$ cat config.mk
export PLATFORM = sky130hd
export DESIGN_NAME = trade_report_packetizer
export DESIGN_NICKNAME = d
export VERILOG_FILES = /design/src/rtl/trade_report_packetizer.sv
export SDC_FILE = /design/constraint.sdc
export NUM_CORES = 2
export LEC_CHECK = 0
export ABC_AREA = 1
export BUFFER_PORTS_ARGS = -buffer_cell sky130_fd_sc_hd__buf_2
export CORE_MARGIN = 4
export CORE_UTILIZATION = 35
export CTS_CLUSTER_DIAMETER = 200
export DETAILED_ROUTE_END_ITERATION = 12
export PLACE_DENSITY = 0.52
export SYNTH_ARGS = -nofsm -noshare
export SYNTH_HDL_FRONTEND = slang
export SYNTH_SLANG_ARGS = --single-unit
$ cat constraint.sdc
create_clock -name clk -period 3.3 [get_ports clk]
set_input_delay 0.33 -clock clk [delete_from_list [all_inputs] [get_ports clk]]
set_output_delay 0.33 -clock clk [all_outputs]
set_load 0.05 [all_outputs]
$ cat src/rtl/trade_report_packetizer.sv
// Buffers 32-bit trade/dump words and frames them into byte packets: seq hi, seq lo, N, then N words MSB first.
// Latency: the first header byte is valid one cycle after a start condition (MAX_WORDS buffered, or idle flush timeout).
// Backpressure: tx_ready stalls the byte stream with data held stable; input has none, so words hitting a full FIFO are dropped and counted.
// Optional build macro TRADE_PKT_CHECKSUM_EN appends an XOR-of-all-bytes checksum byte that then carries tx_last.
module trade_report_packetizer #(
  parameter int FIFO_DEPTH    = 64,
  parameter int MAX_WORDS     = 16,
  parameter int FLUSH_TIMEOUT = 1024
) (
  input  logic                          clk,
  input  logic                          rst,
  input  logic                          trade_valid,
  input  logic [31:0]                   trade_info,
  input  logic                          tx_ready,
  output logic                          tx_valid,
  output logic [7:0]                    tx_data,
  output logic                          tx_last,
  output logic [$clog2(FIFO_DEPTH):0]   fifo_level,
  output logic [15:0]                   drop_count,
  output logic                          overflow
);

  localparam int AW = $clog2(FIFO_DEPTH);
  localparam int LW = AW + 1;
  localparam int TW = $clog2(FLUSH_TIMEOUT + 1);
  localparam logic [LW-1:0] DEPTH_L = LW'(FIFO_DEPTH);
  localparam logic [LW-1:0] MAXW_L  = LW'(MAX_WORDS);
  localparam logic [TW-1:0] TMO_L   = TW'(FLUSH_TIMEOUT);

  typedef enum logic [2:0] {
    S_IDLE, S_HDR0, S_HDR1, S_HDR2, S_PAYLOAD, S_CSUM
  } state_t;

  state_t          state_q, state_d;
  logic [31:0]     mem [FIFO_DEPTH];
  logic [AW-1:0]   wr_ptr, rd_ptr;
  logic [LW-1:0]   level_q;
  logic [TW-1:0]   timer_q;
  logic [15:0]     seq_q;
  logic [7:0]      n_q;
  logic [7:0]      word_cnt_q;
  logic [1:0]      byte_idx_q;
  logic            full, wr_en, accept, pop, start, last_word;
  logic [7:0]      n_start;
  logic [31:0]     rd_word;
`ifdef TRADE_PKT_CHECKSUM_EN
  logic [7:0]      csum_q;
`endif

  // full is judged on the pre-read level, so a write while full drops even if a pop happens
  assign full      = (level_q == DEPTH_L);
  assign wr_en     = trade_valid && !full;
  assign accept    = tx_valid && tx_ready;
  assign pop       = accept && (state_q == S_PAYLOAD) && (byte_idx_q == 2'd3);
  assign last_word = (word_cnt_q == n_q - 8'd1);
  assign start     = (state_q == S_IDLE) &&
                     ((level_q >= MAXW_L) || ((level_q != '0) && (timer_q == TMO_L)));
  assign n_start   = (level_q >= MAXW_L) ? 8'(MAX_WORDS) : 8'(level_q);
  assign rd_word   = mem[rd_ptr];
  assign fifo_level = level_q;

  // word storage; contents need no reset since level gates every read
  always_ff @(posedge clk) begin
    if (wr_en) mem[wr_ptr] <= trade_info;
  end

  // FIFO pointers, occupancy and drop accounting
  always_ff @(posedge clk or posedge rst) begin
    if (rst) begin
      wr_ptr     <= '0;
      rd_ptr     <= '0;
      level_q    <= '0;
      drop_count <= '0;
      overflow   <= 1'b0;
    end else begin
      if (wr_en) wr_ptr <= wr_ptr + AW'(1);
      if (pop)   rd_ptr <= rd_ptr + AW'(1);
      case ({wr_en, pop})
        2'b10:   level_q <= level_q + LW'(1);
        2'b01:   level_q <= level_q - LW'(1);
        default: level_q <= level_q;
      endcase
      if (trade_valid && full) begin
        overflow <= 1'b1;
        if (drop_count != 16'hFFFF) drop_count <= drop_count + 16'd1;
      end
    end
  end

  // idle flush timer: runs only while idle with data waiting, saturates at the timeout
  always_ff @(posedge clk or posedge rst) begin
    if (rst) begin
      timer_q <= '0;
    end else if ((level_q == '0) || start) begin
      timer_q <= '0;
    end else if ((state_q == S_IDLE) && (timer_q != TMO_L)) begin
      timer_q <= timer_q + TW'(1);
    end
  end

  // packet bookkeeping: latched length, byte/word position, sequence number
  always_ff @(posedge clk or posedge rst) begin
    if (rst) begin
      state_q    <= S_IDLE;
      seq_q      <= '0;
      n_q        <= '0;
      word_cnt_q <= '0;
      byte_idx_q <= '0;
    end else begin
      state_q <= state_d;
      if (start) begin
        n_q        <= n_start;
        word_cnt_q <= '0;
        byte_idx_q <= '0;
      end else if (accept && (state_q == S_PAYLOAD)) begin
        byte_idx_q <= byte_idx_q + 2'd1;
        if (byte_idx_q == 2'd3) word_cnt_q <= word_cnt_q + 8'd1;
      end
      if (accept && tx_last) seq_q <= seq_q + 16'd1;
    end
  end

`ifdef TRADE_PKT_CHECKSUM_EN
  // running XOR over every accepted byte of the current packet
  always_ff @(posedge clk or posedge rst) begin
    if (rst) begin
      csum_q <= '0;
    end else if (start) begin
      csum_q <= '0;
    end else if (accept) begin
      csum_q <= csum_q ^ tx_data;
    end
  end
`endif

  // next-state and byte output; outputs derive from state so reset drops tx_valid at once
  always_comb begin
    state_d  = state_q;
    tx_valid = 1'b0;
    tx_data  = 8'h00;
    tx_last  = 1'b0;
    case (state_q)
      S_IDLE: begin
        if (start) state_d = S_HDR0;
      end
      S_HDR0: begin
        tx_valid = 1'b1;
        tx_data  = seq_q[15:8];
        if (tx_ready) state_d = S_HDR1;
      end
      S_HDR1: begin
        tx_valid = 1'b1;
        tx_data  = seq_q[7:0];
        if (tx_ready) state_d = S_HDR2;
      end
      S_HDR2: begin
        tx_valid = 1'b1;
        tx_data  = n_q;
        if (tx_ready) state_d = S_PAYLOAD;
      end
      S_PAYLOAD: begin
        tx_valid = 1'b1;
        case (byte_idx_q)
          2'd0:    tx_data = rd_word[31:24];
          2'd1:    tx_data = rd_word[23:16];
          2'd2:    tx_data = rd_word[15:8];
          default: tx_data = rd_word[7:0];
        endcase
`ifdef TRADE_PKT_CHECKSUM_EN
        if (tx_ready && (byte_idx_q == 2'd3) && last_word) state_d = S_CSUM;
`else
        tx_last = (byte_idx_q == 2'd3) && last_word;
        if (tx_ready && tx_last) state_d = S_IDLE;
`endif
      end
`ifdef TRADE_PKT_CHECKSUM_EN
      S_CSUM: begin
        tx_valid = 1'b1;
        tx_data  = csum_q;
        tx_last  = 1'b1;
        if (tx_ready) state_d = S_IDLE;
      end
`endif
      default: state_d = S_IDLE;
    endcase
  end

endmodule

# Yosys cells after proc, flatten, opt, wreduce, memory -nomap -nowiden
# Memories as Yosys holds them, arrays and structs flattened.
# Index checks and enable logic that the tools add are counted.
# W data, S select, Z words.
[word_totals] mem_count=1 register_bits=84 latchBits=0 rom_bits=0 mem_bits_rw=2048 output_inout_bits=34 elab_cells=89
[memory_table] memory="mem" depth=64 word_bits=32 rd=1 rd_ports_with_merged_regs=0 write_ports=1 line="35" text="logic [31:0] mem [FIFO_DEPTH];"
[classes] div=0 reduce_logical=26 n_bitwise=0 n_mux=21 n_mul=0 n_lt_le_gt_ge=1 n_eq_ne=19 shifts=0 addsub=10
[ops] op="$add A16 B1 Y16 const B" n=2
[ops] op="$pmux W8 S4" n=1
[ops] op="$mux W8" n=3
[ops] op="$pmux W8 S3" n=1
[ops] op="$mux W11" n=2
[ops] op="$ne A16 B16 Y1 const B" n=1
[ops] op="$mux W3" n=5
[ops] op="$pmux W3 S5" n=1
[ops] op="$pmux W7 S2" n=1
[ops] op="$add A6 B1 Y6 const B" n=2
[ops] op="$add A11 B1 Y11 const B" n=1
[ops] op="$eq A11 B11 Y1 const B" n=1
[ops] op="$logic_and A1 B1 Y1" n=11
[ops] op="$ne A11 B11 Y1 const B" n=1
[ops] op="$add A8 B1 Y8 const B" n=1
[ops] op="$eq A8 B8 Y1" n=1
[ops] op="$ne A2 B2 Y1 const B" n=4
[ops] op="$reduce_bool A2 Y1" n=4
[ops] op="$sub A8 B1 Y8 const B" n=1
[ops] op="$add A7 B1 Y7 const B" n=1
[ops] op="$eq A7 B7 Y1 const B" n=1
[ops] op="$ge A7 B5 Y1 const B" n=1
[ops] op="$logic_not A7 Y1" n=1
[ops] op="$mux W7" n=1
[ops] op="18 further kinds" n=28

# Longest topological paths before layout
[depth] word_depth=8 depth_mapped=20

# Least setup slack after synthesis
# OpenSTA, ideal clock, no wires.
[synth_path] kind="flip-flop to flip-flop" start="register level_q[0], in the netlist fifo_level[0]" end="memory mem[15][0], enable pin" required_time_ps=2839 path_stages_with_launch=7 arrival_time_ps=3450 path_slack_ps=-611 path_buffers=0 period_less_slack_ps=3911 cell_sequence="dfrtp_1 inv_1 nand4_1 inv_1 nand3_1 nand2_1 nor3_1"
[synth_between] elab_chain_cells=5
[synth_lines] item="start: declaration" line="37" text="logic [LW-1:0] level_q;"
[synth_lines] item="start signal: assignment" line="79" text="2'b10: level_q <= level_q + LW'(1);"
[synth_lines] item="start signal: assignment" line="80" text="2'b01: level_q <= level_q - LW'(1);"
[synth_lines] item="start signal: assignment" line="81" text="default: level_q <= level_q;"
[synth_lines] item="$eq A7 B7 Y1" line="51" text="assign full = (level_q == DEPTH_L);"
[synth_lines] item="$logic_not A1 Y1" line="52" text="assign wr_en = trade_valid && !full;"
[synth_lines] item="$logic_and A1 B1 Y1" line="52"
[synth_lines] item="$mux W1" line="64" text="if (wr_en) mem[wr_ptr] <= trade_info;"
[synth_lines] item="$mux W1 (not written as such)" line="64"
[synth_lines] item="end: declaration" line="35"
# No other way between the ends.

# Final worst setup path
[layout_path] start="register rd_ptr[0]" end="output tx_data[7]"
[layout_between] elab_chain_cells=3
[layout_lines] item="start: declaration" line="36" text="logic [AW-1:0] wr_ptr, rd_ptr;"
[layout_lines] item="start signal: assignment" line="77" text="if (pop) rd_ptr <= rd_ptr + AW'(1);"
[layout_lines] item="$mem_v2 Z64 W32"
[layout_lines] item="$pmux W8 S3" line="163" text="case (byte_idx_q)"
[layout_lines] item="$pmux W8 S4" line="142" text="case (state_q)"
[layout_lines] item="end: declaration" line="16" text="output logic [7:0] tx_data,"
# No other way between the ends.

==> flow_summary.ini <==
[logic_synthesis]
ys_warn_count = 0
syn_inst = 7988
syn_area_per_cell_um2 = 11.1
synth_edf_count = 2048
yosys-top-cells-area = edfxtp_1 69%, nand2_1 9.6%, nand3_1 5.6%, nor2_1 4.0%, dfrtp_1 2.3%
netlist.area_leader.share_pct = 69.1
synth_most_common_cell = nand2_1
ys_async_sr_fraction_pct = 3.89
ys_ff_latch = 2131
ys_types = 43
synthFlopType = edfxtp_1
syn_nets = 8044
synth_common_cells = 2269 x nand2_1, 2048 x edfxtp_1, 988 x nand3_1
syn_area_mm2 = 0.0890
synth.yosys.seq_area_share_pct = 71.4
synth_top_area_cell = edfxtp_1

[finish]
drive_gt1_share_pct = 15.0
register_area_mm2 = 0.0636
fillerInstances = 23400
area_delta_synth_final_pct = 20.8
nets = 8475
multiInputGateArea_mm2 = 0.0231

[placement]
gp_congestion = 0.813
hpwl_um = 162000
port-buffer-count = 69

[setup_path]
cp.arrival_ns = 3.71
reg2regPathDepth = 16
critPathKind = reg2out
critPathLaunchType = register
worstPathMaxFanout = 6
required_ns = 2.97
crit_path_end_kind = output pin
r2r_slack_ns = 0.30

[floorplan]
start_util_pct = 35.3
rows = 184
die_y_um = 512
io_pins = 70
dieArea_mm2 = 0.262
die_w_um = 512
core_area_mm2 = 0.252

[run_status]
violations = negative setup slack
status = finished, violations left

[sta]
relSlewSlack_pct = 11.9
tightest_slew_ns = 1.32
timing.fmax_mhz = 248
slew_violations = 0
whs_ns = 0.0749
setup_ws_ns = -0.736
hold_viol_final = 0
setup_viol = 8
fin_crit_ns = 4.04
rsz0062_at_grt = yes
skew_ns = 0.0571
fin_crit_sh_pct = 122

[routing]
drtPass1Iterations = 7
drtIter0Drc = 6272
drc = 0
ant_nets = 0
wire_per_inst_um = 23.9
routed_wl_um = 285000
routed-via-count = 61700
vias_per_cell = 5.16

[clock_network]
cts_htree_levels = 4
clock_path_buffers = 3
path_clk_slew_ns = 0.06
insertion_delay_ns = 0.88
cts_buffers = 223
clockRootBuffer = clkbuf_16
clkSinkCount = 2131
cts_tree = yes

[min_path]
hold_depth = 1
hp-class = in2reg

[flow_run]
drv_cap = 0

[global_route]
grt_use_total_pct = 21.2
gr-total-overflow = 0
antenna_found_initial = 4
grt_pass1_vias = 59100
grt_first_pass_wirelength_um = 413000
grt_max_degree = 65

[pwr]
power_density_mw_per_mm2 = 561
p_total_mw = 60.3
p_leak_nw = 39.7
ir_worst_vdd_mv = 0.450
==> repair_timing <==
item / in CTS / in global routing
cloned: 19 / 7
hold buffers: 6 / 0
pin swaps: 85 / 66
gates resized for setup: 302 / 119
setup endpoints to repair: 8 / 10
endpoints found under the hold margin: 130 / 0
setup buffers: 46 / 9
==> cell type report <==
class	count	share of cell area [%]
diodes	1	0.00233
clock buffers	283	5.44
clock inverters	123	1.24
inverters	408	1.47
multi-input cells	5004	21.5
flip-flops and latches	2131	59.2
well taps	3348	3.90
repair buffers	649	7.30
repair inverters	2	0.0372
==> registers in the layout, indices dropped and copies added, names as in the netlist, 6 cells and up <==
signal      flops
rd_ptr          6
fifo_level      7
drop_count     16
seq_q          16
n_q             7
wr_ptr          6
mem          2048
word_cnt_q      8
timer_q        11
==> power by group <==
part	switching, mW	internal, mW
clock	10.8	14.0
combinational	3.40	1.15
sequential	0.324	30.6
==> path summary, 6_finish.rpt <==
check | start | to
min in group asynchronous | rst | drop_count[10]
max | rd_ptr[0] | tx_data[7]
min reg2reg | timer_q[10] | timer_q[10]
max in group asynchronous | rst | word_cnt_q[2]
min | trade_info[18] | mem[10][18]
max reg2reg | state_q[0] | fifo_level[6]
==> per-layer routing <==
layer	vias to the layer above	part of all wire [%]	track usage [%]
met5	-	0.0063	0
li1	28100	-	-
met3	436	6.1	2.87
met2	2110	47	34.2
met1	31000	44	29.8
met4	4	3.0	6.53
==> cell families after synthesis <==
| kind of cell | Yosys count | synth area share (%) |
|---|---|---|
| AOI/OAI and AO/OA | 617 | 3.55 |
| xor gates and xnor gates | 54 | 0.531 |
| adders and majority gates | 20 | 0.290 |
| buffers and inverters | 853 | 4.33 |
| DFF | 2131 | 71.4 |
| and+or+nand+nor | 4313 | 19.9 |
==> cells in the final DEF, fill, tap and decap left out, types with 18 or more instances in the layout <==
master,n
nand3_1,922
bufinv_16,19
edfxtp_1,2048
nor2_1,831
nand2_4,22
buf_4,331
or2_2,35
nand2_2,55
clkinv_2,46
nand2_1,2192
dfrtp_1,78
o21ai_1,72
nor3_1,29
xor2_1,42
nand3_2,53
clkinv_1,39
o21ai_0,335
nor2_4,71
buf_2,60
buf_6,37
a21oi_1,160
clkbuf_16,231
clkbuf_1,57
nand4_1,22
buf_16,21
buf_12,166
inv_1,396
nor2_2,43
ha_1,18
==> through the flow <==
| stage | setup slack, ns | instance area [um^2] | util (%) | cells | TNS [ns] |
|---|---|---|---|---|---|
| after global routing | -0.846 | 108000 | 42.6 | 11900 | -6.39 |
| after detailed placement | -0.397 | 97500 | 38.7 | 11500 | -1.46 |
| final | -0.736 | 108000 | 42.6 | 11900 | -5.46 |
| after global placement | -0.434 | 97500 | 38.7 | 11500 | -1.69 |
| after floorplan | -0.611 | 89200 | - | 7988 | -58.68 |
| after CTS | -0.808 | 107000 | 42.4 | 11900 | -6.10 |
==> worst max-delay path, stage by stage, from the launching register on <==
cell and delay (ns):
dfrtp_4 0.56, buf_12 0.19, buf_16 0.17, buf_12 0.16, buf_12 0.13, buf_8 0.13, nand2_1 0.06, nand3_1 0.08
nand3_1 0.08, nand2_1 0.06, nor2_2 0.17, nand2_2 0.09, nand3_4 0.10, nand2_1 0.07, nand2_1 0.07, nand2_1 0.10
o21ai_1 0.16, buf_4 0.19, nand2_4 0.06, buf_8 0.15
Power figures use the tool's default switching activity.
